===== config.mk =====
export PLATFORM = sky130hd
export DESIGN_NAME = hub75_rx
export DESIGN_NICKNAME = d
export VERILOG_FILES = /design/src/rtl/hub75_pkg.sv /design/src/rtl/hub75_sync.sv /design/src/rtl/hub75_rx.sv
export SDC_FILE = /design/constraint.sdc
export NUM_CORES = 1
export LEC_CHECK = 0
export ABC_AREA = 1
export CORE_ASPECT_RATIO = 2
export CORE_MARGIN = 5
export CORE_UTILIZATION = 49
export CTS_BUF_LIST = sky130_fd_sc_hd__clkbuf_8
export DETAILED_ROUTE_END_ITERATION = 10
export GPL_TIMING_DRIVEN = 1
export PLACE_DENSITY = 0.69
export SYNTH_ARGS = -nofsm -noshare
export SYNTH_HDL_FRONTEND = slang
export SYNTH_SLANG_ARGS = --single-unit

===== constraint.sdc =====
create_clock -name clk -period 1.8 [get_ports clk]
set_clock_uncertainty 0.15 [all_clocks]
set_input_delay 0.18 -clock clk [delete_from_list [all_inputs] [get_ports clk]]
set_output_delay 0.18 -clock clk [all_outputs]
set_load 0.01 [all_outputs]

===== src/rtl/hub75_pkg.sv =====
// Shared constants and types for the HUB75 panel-side receiver.
package hub75_pkg;

    localparam int COLS_DEF    = 32;
    localparam int ADDR_W_DEF  = 4;
    localparam int SYNC_STAGES = 2;

    typedef logic [2:0] rgb_t;

    typedef enum logic {
        IDLE,
        DRAIN
    } rx_state_t;

endpackage


===== src/rtl/hub75_sync.sv =====
// Multi-flop synchroniser for async pins plus rising-edge detect on the control bits.
// Data and control leave the same flop stage, so a captured edge and its data stay aligned.
module hub75_sync
    import hub75_pkg::*;
#(
    parameter int              DW      = 1,
    parameter int              EW      = 1,
    parameter logic [DW-1:0]   DAT_RST = '0
) (
    input  logic          clk,
    input  logic          rst,
    input  logic [EW-1:0] ctl_in,
    input  logic [DW-1:0] dat_in,
    output logic [DW-1:0] dat_out,
    output logic [EW-1:0] rise
);

    logic [EW+DW-1:0] stg [SYNC_STAGES];
    logic [EW-1:0]    ctl_q;

    always_ff @(posedge clk or negedge rst) begin
        if (!rst) begin
            for (int i = 0; i < SYNC_STAGES; i++) begin
                stg[i] <= {DAT_RST, {EW{1'b0}}};
            end
            ctl_q <= '0;
        end else begin
            stg[0] <= {dat_in, ctl_in};
            for (int i = 1; i < SYNC_STAGES; i++) begin
                stg[i] <= stg[i-1];
            end
            ctl_q <= stg[SYNC_STAGES-1][EW-1:0];
        end
    end

    assign dat_out = stg[SYNC_STAGES-1][EW +: DW];
    assign rise    = stg[SYNC_STAGES-1][EW-1:0] & ~ctl_q;

endmodule


===== src/rtl/hub75_rx.sv =====
// HUB75 receiver: shifts a row pair, latches it on LAT, drains it as a 1 pixel/cycle valid/ready stream.
// Pin edge acted on 3 clk later; wr outputs hold until wr_ready. HUB75_RX_STATS_EN adds line/drop counters.
module hub75_rx
    import hub75_pkg::*;
#(
    parameter int COLS   = COLS_DEF,
    parameter int ADDR_W = ADDR_W_DEF
) (
    input  logic                    clk,
    input  logic                    rst,
    input  logic                    hub_clk,
    input  logic                    hub_lat,
    input  logic                    hub_oe,
    input  logic [ADDR_W-1:0]       hub_addr,
    input  logic [2:0]              hub_rgb0,
    input  logic [2:0]              hub_rgb1,
    output logic                    wr_valid,
    input  logic                    wr_ready,
    output logic [ADDR_W:0]         wr_row,
    output logic [$clog2(COLS)-1:0] wr_col,
    output logic [2:0]              wr_rgb,
    output logic                    frame_done,
    output logic                    len_err,
    output logic                    ovr_err,
    output logic                    panel_on
`ifdef HUB75_RX_STATS_EN
    ,
    output logic [15:0]             line_cnt,
    output logic [15:0]             drop_cnt
`endif
);

    localparam int CW    = $clog2(COLS);
    localparam int CNT_W = CW + 1;
    localparam int PW    = CW + 1;
    localparam int SW    = 1 + 3 + 3 + ADDR_W;
    localparam int LW    = 3 * COLS;

    localparam logic [SW-1:0]    SYNC_RST = {1'b1, {(SW-1){1'b0}}};
    localparam logic [CNT_W-1:0] CNT_FULL = CNT_W'(COLS);
    localparam logic [CNT_W-1:0] CNT_SAT  = CNT_W'(COLS + 1);

    logic              clk_rise;
    logic              lat_rise;
    logic              s_oe;
    rgb_t              s_rgb0;
    rgb_t              s_rgb1;
    logic [ADDR_W-1:0] s_addr;

    hub75_sync #(
        .DW      (SW),
        .EW      (2),
        .DAT_RST (SYNC_RST)
    ) u_sync (
        .clk     (clk),
        .rst     (rst),
        .ctl_in  ({hub_lat, hub_clk}),
        .dat_in  ({hub_oe, hub_rgb1, hub_rgb0, hub_addr}),
        .dat_out ({s_oe, s_rgb1, s_rgb0, s_addr}),
        .rise    ({lat_rise, clk_rise})
    );

    assign panel_on = ~s_oe;

    logic [LW-1:0]     sh0, sh1, lat0, lat1;
    logic [ADDR_W-1:0] lat_addr;
    logic [CNT_W-1:0]  cnt;
    logic [PW-1:0]     pix;
    rx_state_t         state;

    logic              line_ok;
    logic              commit;
    logic              last_pix;
    logic [CW-1:0]     pcol;

    assign line_ok  = (cnt == CNT_FULL);
    assign commit   = lat_rise && line_ok && (state == IDLE);
    assign last_pix = wr_row[ADDR_W] && (wr_col == CW'(COLS - 1));
    assign pcol     = pix[CW-1:0];

    // Newest bit enters at the bottom, so column c ends up at bits [3c+2:3c].
    always_ff @(posedge clk or negedge rst) begin
        if (!rst) begin
            sh0 <= '0;
            sh1 <= '0;
            cnt <= '0;
        end else begin
            if (clk_rise) begin
                sh0 <= {sh0[LW-4:0], s_rgb0};
                sh1 <= {sh1[LW-4:0], s_rgb1};
            end
            if (lat_rise) begin
                cnt <= clk_rise ? CNT_W'(1) : '0;
            end else if (clk_rise && cnt != CNT_SAT) begin
                cnt <= cnt + CNT_W'(1);
            end
        end
    end

    always_ff @(posedge clk or negedge rst) begin
        if (!rst) begin
            state      <= IDLE;
            lat0       <= '0;
            lat1       <= '0;
            lat_addr   <= '0;
            pix        <= '0;
            wr_valid   <= 1'b0;
            wr_row     <= '0;
            wr_col     <= '0;
            wr_rgb     <= '0;
            frame_done <= 1'b0;
            len_err    <= 1'b0;
            ovr_err    <= 1'b0;
        end else begin
            frame_done <= 1'b0;
            if (lat_rise) begin
                if (!line_ok) begin
                    len_err <= 1'b1;
                end else if (state == DRAIN) begin
                    ovr_err <= 1'b1;
                end
            end
            case (state)
                IDLE: begin
                    if (commit) begin
                        lat0     <= sh0;
                        lat1     <= sh1;
                        lat_addr <= s_addr;
                        pix      <= '0;
                        state    <= DRAIN;
                    end
                end
                DRAIN: begin
                    if (!wr_valid || wr_ready) begin
                        if (wr_valid && last_pix) begin
                            wr_valid   <= 1'b0;
                            frame_done <= &lat_addr;
                            state      <= IDLE;
                        end else begin
                            wr_valid <= 1'b1;
                            wr_row   <= {pix[CW], lat_addr};
                            wr_col   <= pcol;
                            wr_rgb   <= pix[CW] ? lat1[3*int'(pcol) +: 3]
                                                : lat0[3*int'(pcol) +: 3];
                            pix      <= pix + PW'(1);
                        end
                    end
                end
                default: state <= IDLE;
            endcase
        end
    end

`ifdef HUB75_RX_STATS_EN
    always_ff @(posedge clk or negedge rst) begin
        if (!rst) begin
            line_cnt <= '0;
            drop_cnt <= '0;
        end else begin
            if (commit) begin
                line_cnt <= line_cnt + 16'd1;
            end
            if (lat_rise && !commit) begin
                drop_cnt <= drop_cnt + 16'd1;
            end
        end
    end
`endif

endmodule

### Yosys cells after proc, flatten, opt, wreduce, memory -nomap -nowiden

Cells that the tools add are included.

* flip-flop bits (word level): 446
* output and inout port bits: 18

* $add $sub $neg: 2
* $mul: 1
* equality and inequality tests: 6
* shift-type cells: 2
* mux-type cells: 15
* bitwise operators: 6
* reductions and logical operators: 15

Operator list (number)
* 96-bit by 32-bit indexed part select with 3-bit output: 1
* 96-bit by 8-bit indexed part select with 3-bit output: 1
* 6-bit two-way mux: 5
* 6-bit by 1-bit adder with 6-bit output, second input constant: 2
* 6-bit case mux with 2 select lines: 1
* 3-bit AND reduction: 3
* 2-bit by 5-bit multiplier with 7-bit output, first input constant: 1
* 1-bit two-way mux: 7
* 6-bit equality test, second input constant: 1
* 6-bit inequality test, second input constant: 1
* 2-bit AND reduction: 3
* 5-bit equality test, second input constant: 1
* 1-bit logical AND: 5
* 2-bit inequality test, second input constant: 2
* 1-bit NOT: 4
* 4-bit AND reduction: 1
* 3-bit two-way mux: 1
* 2-bit AND: 1
* 2-bit by 1-bit inequality test with 1-bit output, second input constant: 1
* 2-bit NOT: 1
* 1-bit case mux with 2 select lines: 1
* 2-bit nonzero test: 1
* 1-bit zero test: 1
* 1-bit logical OR: 1

### Depth between registers and ports, before layout

Gate-level depths: netlist (run 1).

* depth in word-level cells: 6
* gate-level depth with buffers: 14
* depth with buffers taken out: 13

### Cells and area by module

From an unflattened synthesis (run 1), not the netlist that was laid out.

* cells, all modules: 2202
* area total of the unflattened synthesis: 18692.9 µm²

Modules (own cells, without submodules)
* hub75_rx: instances 1, cells each 2159, area an instance 17887.2 µm²
* hub75_sync: instances 1, cells each 43, area an instance 805.8 µm²

### Worst setup path before layout (run 1)

No wires, ideal clock.

* kind: flip-flop to flip-flop
* from: register cnt[0]
* to: register lat1[61]
* arrival time: 1425 ps
* data required time: 1519 ps
* setup slack: 95 ps
* stages on the path, launching flop included: 8
* cells stage by stage: dfrtp_1 inv_1 ha_1 and3_2 nand3_2 buf_2 clkbuf_1 o21ai_0

* word-level cells in the longest chain between the ends: 4

RTL lines
* from (decl): RTL line hub75_rx.sv:67 `logic [CNT_W-1:0] cnt;`
* from (signal assigned): RTL line hub75_rx.sv:93 `cnt <= clk_rise ? CNT_W'(1) : '0;`
* from (signal assigned): RTL line hub75_rx.sv:95 `cnt <= cnt + CNT_W'(1);`
* 6-bit equality test: RTL line hub75_rx.sv:76 `assign line_ok = (cnt == CNT_FULL);`
* 1-bit logical AND (2 in series): RTL line hub75_rx.sv:77 `assign commit = lat_rise && line_ok && (state == IDLE);`
* 2-bit AND reduction (no source line)
* to (signal assigned): RTL line hub75_rx.sv:104 `lat1 <= '0;`
* to (signal assigned): RTL line hub75_rx.sv:127 `lat1 <= sh1;`
* to (decl): RTL line hub75_rx.sv:65 `logic [LW-1:0] sh0, sh1, lat0, lat1;`

No other way between the ends.
A chain may end at the register's enable or synchronous reset.

### Final worst setup path (run 1)

* from: register pix[5]
* to: register wr_rgb[2]

* word-level cells in the longest chain between the ends: 1

RTL lines
* from (decl): RTL line hub75_rx.sv:68 `logic [PW-1:0] pix;`
* from (signal assigned): RTL line hub75_rx.sv:145 `pix <= pix + PW'(1);`
* 3-bit two-way mux: RTL line hub75_rx.sv:143 `wr_rgb <= pix[CW] ? lat1[3*int'(pcol) +: 3]`
* to (signal assigned): RTL line hub75_rx.sv:143
* to (decl): RTL line hub75_rx.sv:21 `output logic [2:0] wr_rgb,`

No other way between the ends.

==> results of run 1 <==
## final timing paths
path                       depth (start not counted)                 to
setup / recovery                                  12          wr_rgb[2]
hold / removal                                     3            sh0[78]
setup reg to reg                                  12          wr_rgb[2]
hold reg to reg                                    0  u_sync.dat_out[6]
max in group asynchronous                          3            sh1[58]
min in group clk                                   4         frame_done
## synth_stat cells, drive strengths merged
library cell    n
clkbuf         50
nor2          111
o21bai          3
ha              4
nor3            4
a31oi           1
a31o            1
xor2            1
dfrtp         444
a21oi          10
buf            75
nand3          81
and3            1
nand4           3
inv           281
a21boi          1
dfstp           2
o21ai         441
or2             1
nand2         637
o211ai          5
## critical path: stages, from the launching register on
cell and delay, ps:
dfrtp_4 530, buf_12 190, buf_4 160, nor2_1 120
nor2_1 60, o21ai_0 120, o211ai_1 150, nand3_1 110
nand2_1 50, nand2_1 50, nand2_1 50, nand2_1 50
nand2_1 50
## cell type report
cell class / instances / area [um^2]
Antenna cell: 1 / 2.50
Clock inverter: 23 / 135
Inverter: 281 / 1070
Tap cell: 459 / 574
Fill cell: 2898 / 13600
Multi-Input combinational cell: 1305 / 6420
Sequential cell: 446 / 11200
Clock buffer: 84 / 1160
Timing Repair Buffer: 222 / 3110
## power groups by stage
stage / Clock (mW) / Sequential, mW / Combinational, mW
3_3_place_gp: 0 / 11.4 / 6.21
2_1_floorplan: 0 / 11.2 / 3.66
4_1_cts: 8.25 / 11.2 / 6.74
6_report: 8.11 / 11.2 / 7.04
3_5_place_dp: 0 / 11.4 / 6.31
5_1_grt: 8.70 / 11.3 / 7.67
## layout by cell type (no fill, tap or decap), drive strengths merged, types with 2 or more instances in the layout
cell | synthesis | final
inv | 281 | 293
nor3 | 4 | 4
a21oi | 10 | 10
clkinvlp | 0 | 2
clkbuf | 50 | 113
o21ai | 441 | 441
dfstp | 2 | 2
dlygate4sd2 | 0 | 17
o211ai | 5 | 5
ha | 4 | 4
clkinv | 0 | 8
dlygate4sd3 | 0 | 15
o21bai | 3 | 3
nor2 | 111 | 111
nand4 | 3 | 3
nand2 | 637 | 637
nand3 | 81 | 81
clkdlybuf4s50 | 0 | 14
buf | 75 | 145
dfrtp | 444 | 444
## metal layers
metal  vias up  part of all wire (%)
met1      7420                    37
met5         -                     0
li1       7065                     -
met2       410                    54
met4         0                   4.7
met3       151                   4.3
## stage by stage
stage / hold WS (ps) / cell area, um^2
detailed placement: -93.3 / 20000
global placement: -97.5 / 20000
floorplan: -266 / 18500
finish: 38.5 / 23600
global route: 52.3 / 23600
CTS: 12.2 / 21900
## logic make-up (layout without fill, tap and decap cells)
logic type	Yosys count	count (layout)	synth area share, %
and+or+nand+nor	838	838	17.7
AOI/OAI and AO/OA	462	462	12.6
DFF	446	446	60.3
buffers and inverters	406	610	9.05
adders and majority gates	4	4	0.270
xor gates and xnor gates	1	1	0.0473
other	0	1	0
## repair_timing
action	in CTS	in global routing
hold buffers	15	0
gates cloned	6	40
hold endpoints to repair	459	0
gates resized for setup	90	360
setup buffers	12	13
setup endpoints to repair	107	190
pin swaps	6	5
## state kept, by name (all words and copies together), names as in the netlist, 2 cells and up
register,cells
cnt,6
lat0,96
lat1,96
lat_addr,4
pix,6
sh0,96
sh1,96
u_sync.ctl_q,2
u_sync.dat_out,11
u_sync.stg,15
wr_col,5
wr_rgb,3
wr_row,5
==> flow_summary.json, run 1 <==
{
  "rsz0062_at_grt": "yes",
  "antenna_found_initial": 1,
  "synth_warnings": 0,
  "synth_area_per_cell_um2": 8.58,
  "critical_path_class": "reg -> reg",
  "pwr-share-seq_pct": 42.5,
  "hold_class": "in -> async",
  "core_region_area_um2": 37300,
  "final_max_slew_viol_count": 0,
  "clock.fmax_mhz": 515,
  "synth.cell_area_um2": 18500,
  "fin_nets": 2336,
  "cts_buffers": 60,
  "dp_slack_ps": -263,
  "combPwrFrac_pct": 26.7,
  "area.growth.synth_to_final_pct": 27.7,
  "use_met2_pct": 39.0,
  "p_leak_nw": 11.0,
  "drtAntennaViolNets": 0,
  "worstSkewPairLatency_ps": 650,
  "synth_top_area_share_pct": 60.0,
  "viasPerCell": 5.33,
  "grt_max_degree": 120,
  "met1_usage_pct": 24.3,
  "status": "finished, violations left",
  "ir_drop_mv": 0.647,
  "synth-seq-area-share_pct": 60.3,
  "p_sw_mw": 8.65,
  "grt_overflow": 0,
  "p_per_area_nw_per_um2": 1120,
  "cts_root_buffer": "clkbuf_8",
  "drt_wl_total_um": 49100,
  "instances_no_fill": 2821,
  "cts_sinks": 446,
  "p_int_mw": 17.7,
  "ioPinCount": 34,
  "wl_per_cell_um": 17.4,
  "end_kind": "flip-flop",
  "portBuffers": 33,
  "final.min_clock_period_ps": 1940,
  "fin_util_pct": 63.4,
  "num_rows": 100,
  "firstDrtPassIters": 8,
  "cts_tree": "built",
  "startpoint_type": "flip-flop",
  "grt_pass1_vias": 14955,
  "use_met3_pct": 2.69,
  "fp.dieArea_um2": 42000,
  "cp.required_ps": 2180,
  "fp.dieH_um": 285,
  "grt-busiest-layer": "met2",
  "critPathLaunch": "pix[5]",
  "drt-initial-drc-count": 1215,
  "cap_violations": 0,
  "setup_tns_ps": -10600,
  "place.gp.congestion": 0.832,
  "final-setup-viol-count": 181,
  "p_sw_share_pct": 32.8,
  "initial_core_util_pct": 49.7,
  "cts.path.max_buffers": 3,
  "fp.dieW_um": 147,
  "fin_ws_ps": -142,
  "synth_area_leaders": "dfrtp_1 60%, nand2_1 13%, o21ai_0 11%",
  "dp_hpwl_um": 27900,
  "synth_cell_types": 29,
  "tightest_slew_ps": 640,
  "postSynthCellCount": 2157,
  "track_usage_pct": 21.2,
  "htreeDepth": 2,
  "r2r_setup_slack_ps": -140,
  "synth_area_leader_cell": "dfrtp_1",
  "clk_pin_slew_ps": 70,
  "critPathMaxFanout": 26,
  "arrival_ps": 2320,
  "via_count": 15046,
  "slew-limit-headroom_pct": 57.2,
  "failed_checks": "DRC, setup timing",
  "post-route-period-util_pct": 108,
  "grt_pass1_wl_um": 73100,
  "dp_cells": 2629,
  "drc": 1,
  "p_total_mw": 26.4,
  "finalHoldViolCount": 0,
  "power_frac_clock_pct": 30.7,
  "syn_nets": 2177,
  "yosys_register_bits": 446,
  "r2r-start": "pix[5]",
  "drive_gt1_share_pct": 19.6
}
Power figures use the tool's default switching activity.
==> run 2, diff against run 1 <==
--- a/config.mk
+++ b/config.mk
@@ -7,7 +7,6 @@
 export LEC_CHECK = 0
 export ABC_AREA = 1
 export CORE_ASPECT_RATIO = 2
-export CORE_MARGIN = 5
 export CORE_UTILIZATION = 49
 export CTS_BUF_LIST = sky130_fd_sc_hd__clkbuf_8
 export DETAILED_ROUTE_END_ITERATION = 10
==> run 2 against run 1 <==
Net effect: the run ends with setup timing left; core utilization grew 0.56 points; flip-flop and latch count stayed put; clock power rose by 1%; combinational power grew 0.6%; critical endpoint unchanged; largest cell class unchanged.
==> flow_summary.json, run 2 (same netlist as run 1, synthesis figures left out) <==
{
  "status": "finished, violations left",
  "failed_checks": "setup timing",
  "ir_drop_mv": 0.555,
  "place.gp.congestion": 0.828,
  "area.growth.synth_to_final_pct": 28.8,
  "dp_hpwl_um": 27600,
  "drive_gt1_share_pct": 20.1,
  "fin_hold_ws_ps": 114,
  "p_per_area_nw_per_um2": 1110,
  "viasPerCell": 5.35,
  "drc": 0,
  "final_max_slew_viol_count": 0,
  "drt-initial-drc-count": 1083,
  "final-setup-viol-count": 117,
  "multi_input_area_um2": 6560,
  "arrival_ps": 2430,
  "rsz0062_at_grt": "yes",
  "cts_root_buffer": "clkbuf_8",
  "clk_pin_slew_ps": 70,
  "stdcell_area_um2": 23900,
  "r2r_setup_slack_ps": -250,
  "via_count": 15159,
  "slew-limit-headroom_pct": 67.5,
  "final.min_clock_period_ps": 2050,
  "seq_area_um2": 11200,
  "placed_area_um2": 20000,
  "ioPinCount": 34,
  "startpoint_type": "flip-flop",
  "htreeDepth": 3,
  "tightest_slew_ps": 486,
  "hold_class": "in -> async",
  "num_rows": 100,
  "critical_path_class": "reg -> reg",
  "mostFrequentLayoutCells": "535 x nand2_1, 442 x dfrtp_1, 295 x o21ai_0",
  "track_usage_pct": 22.9,
  "fp.dieH_um": 277,
  "grt_pass1_wl_um": 70600,
  "end_kind": "flip-flop",
  "cap_violations": 0,
  "finalHoldViolCount": 0,
  "cts.path.max_buffers": 3,
  "core_region_area_um2": 37300,
  "cp.required_ps": 2170,
  "layout_commonest_cell": "nand2_1",
  "fin_nets": 2350,
  "worstSkewPairLatency_ps": 630,
  "drtAntennaViolNets": 0,
  "portBuffers": 33,
  "cts_buffers": 66,
  "nFillCells": 2898,
  "cts_tree": "built",
  "firstDrtPassIters": 6,
  "fin_ws_ps": -253,
  "fp.dieArea_um2": 38600,
  "initial_core_util_pct": 49.7,
  "fp.dieW_um": 139,
  "critPathMaxFanout": 10,
  "grt_overflow": 0,
  "grt_pass1_vias": 14331,
  "p_leak_nw": 11.1,
  "antenna_found_initial": 1,
  "post-route-period-util_pct": 114,
  "clock.fmax_mhz": 487,
  "grt_max_degree": 83,
  "drt_wl_total_um": 49800,
  "cts_sinks": 446,
  "wl_per_cell_um": 17.6
}
==> run 2: cell types whose count changed in the layout (fill, tap and decap cells not counted), sizes merged <==
cell / delta
clkinvlp: +3
inv: +5
clkbuf: +8
clkinv: -2
dlygate4sd3: -1
nand3: +1
buf: -1
==> run 2: final timing paths <==
check	start	endpoint	cells after the start
worst max-delay path	pix[5]	wr_rgb[2]	12
worst min-delay path	rst	sh1[41]	3
worst max register to register	pix[5]	wr_rgb[2]	12
worst min register to register	u_sync.stg[21]	u_sync.dat_out[6]	0
max in group asynchronous	rst	sh1[20]	3
min in group clk	u_sync.stg[21]	u_sync.dat_out[6]	0
==> run 2: area by class of cell <==
type / count / area share, %
Timing Repair Buffer: 229 / 13.4
Clock buffer: 83 / 4.79
Multi-Input combinational cell: 1306 / 27.5
Inverter: 281 / 4.46
Antenna cell: 1 / 0.0105
Clock inverter: 29 / 0.661
Tap cell: 459 / 2.41
Sequential cell: 446 / 46.8
==> run 2: timing repair <==
item / in CTS / in global routing
gates cloned: 1 / 59
hold buffers: 15 / 0
setup endpoints to repair: 24 / 174
endpoints found under the hold margin: 459 / 0
pin swaps: 0 / 13
setup buffers: 1 / 23
gates resized for setup: 22 / 413
==> run 2: through the flow <==
step / cells / power [mW] / setup TNS [ps] / util, % / setup slack [ps]
after floorplan: 2157 / 14.8 / 0 / - / 94.8
after global placement: 2622 / 17.5 / -877 / 53.6 / -126
after detailed placement: 2622 / 17.6 / -693 / 53.6 / -207
after CTS: 2751 / 25.8 / -385 / 57.5 / -159
after global routing: 2834 / 27.7 / -12280 / 64.0 / -353
final: 2834 / 26.5 / -4540 / 64.0 / -253
==> run 2: metal layers <==
metal	GRT usage [%]	wire, um	up-vias
li1	-	-	7102
met1	27.1	19300	7459
met2	41.2	26000	440
met3	3.25	2140	158
met4	9.37	2440	0
met5	0	0	-
==> run 2: worst max-delay path, cell delays in order (launching register included) <==
cell       delay, ps
dfrtp_4          550
buf_4            180
clkbuf_16        160
nand2_1           70
nand2_1           60
nand2_1           80
o21ai_0          150
a21oi_1          200
nand2_1          120
nand3_1          100
nand2_1           50
inv_1             40
nand2_1           40
==> run 2: where the power goes <==
part           switching (mW)  total [mW]  internal (mW)
combinational            4.35        7.08           2.74
clock                    3.92        8.21           4.29
sequential              0.487        11.2           10.7
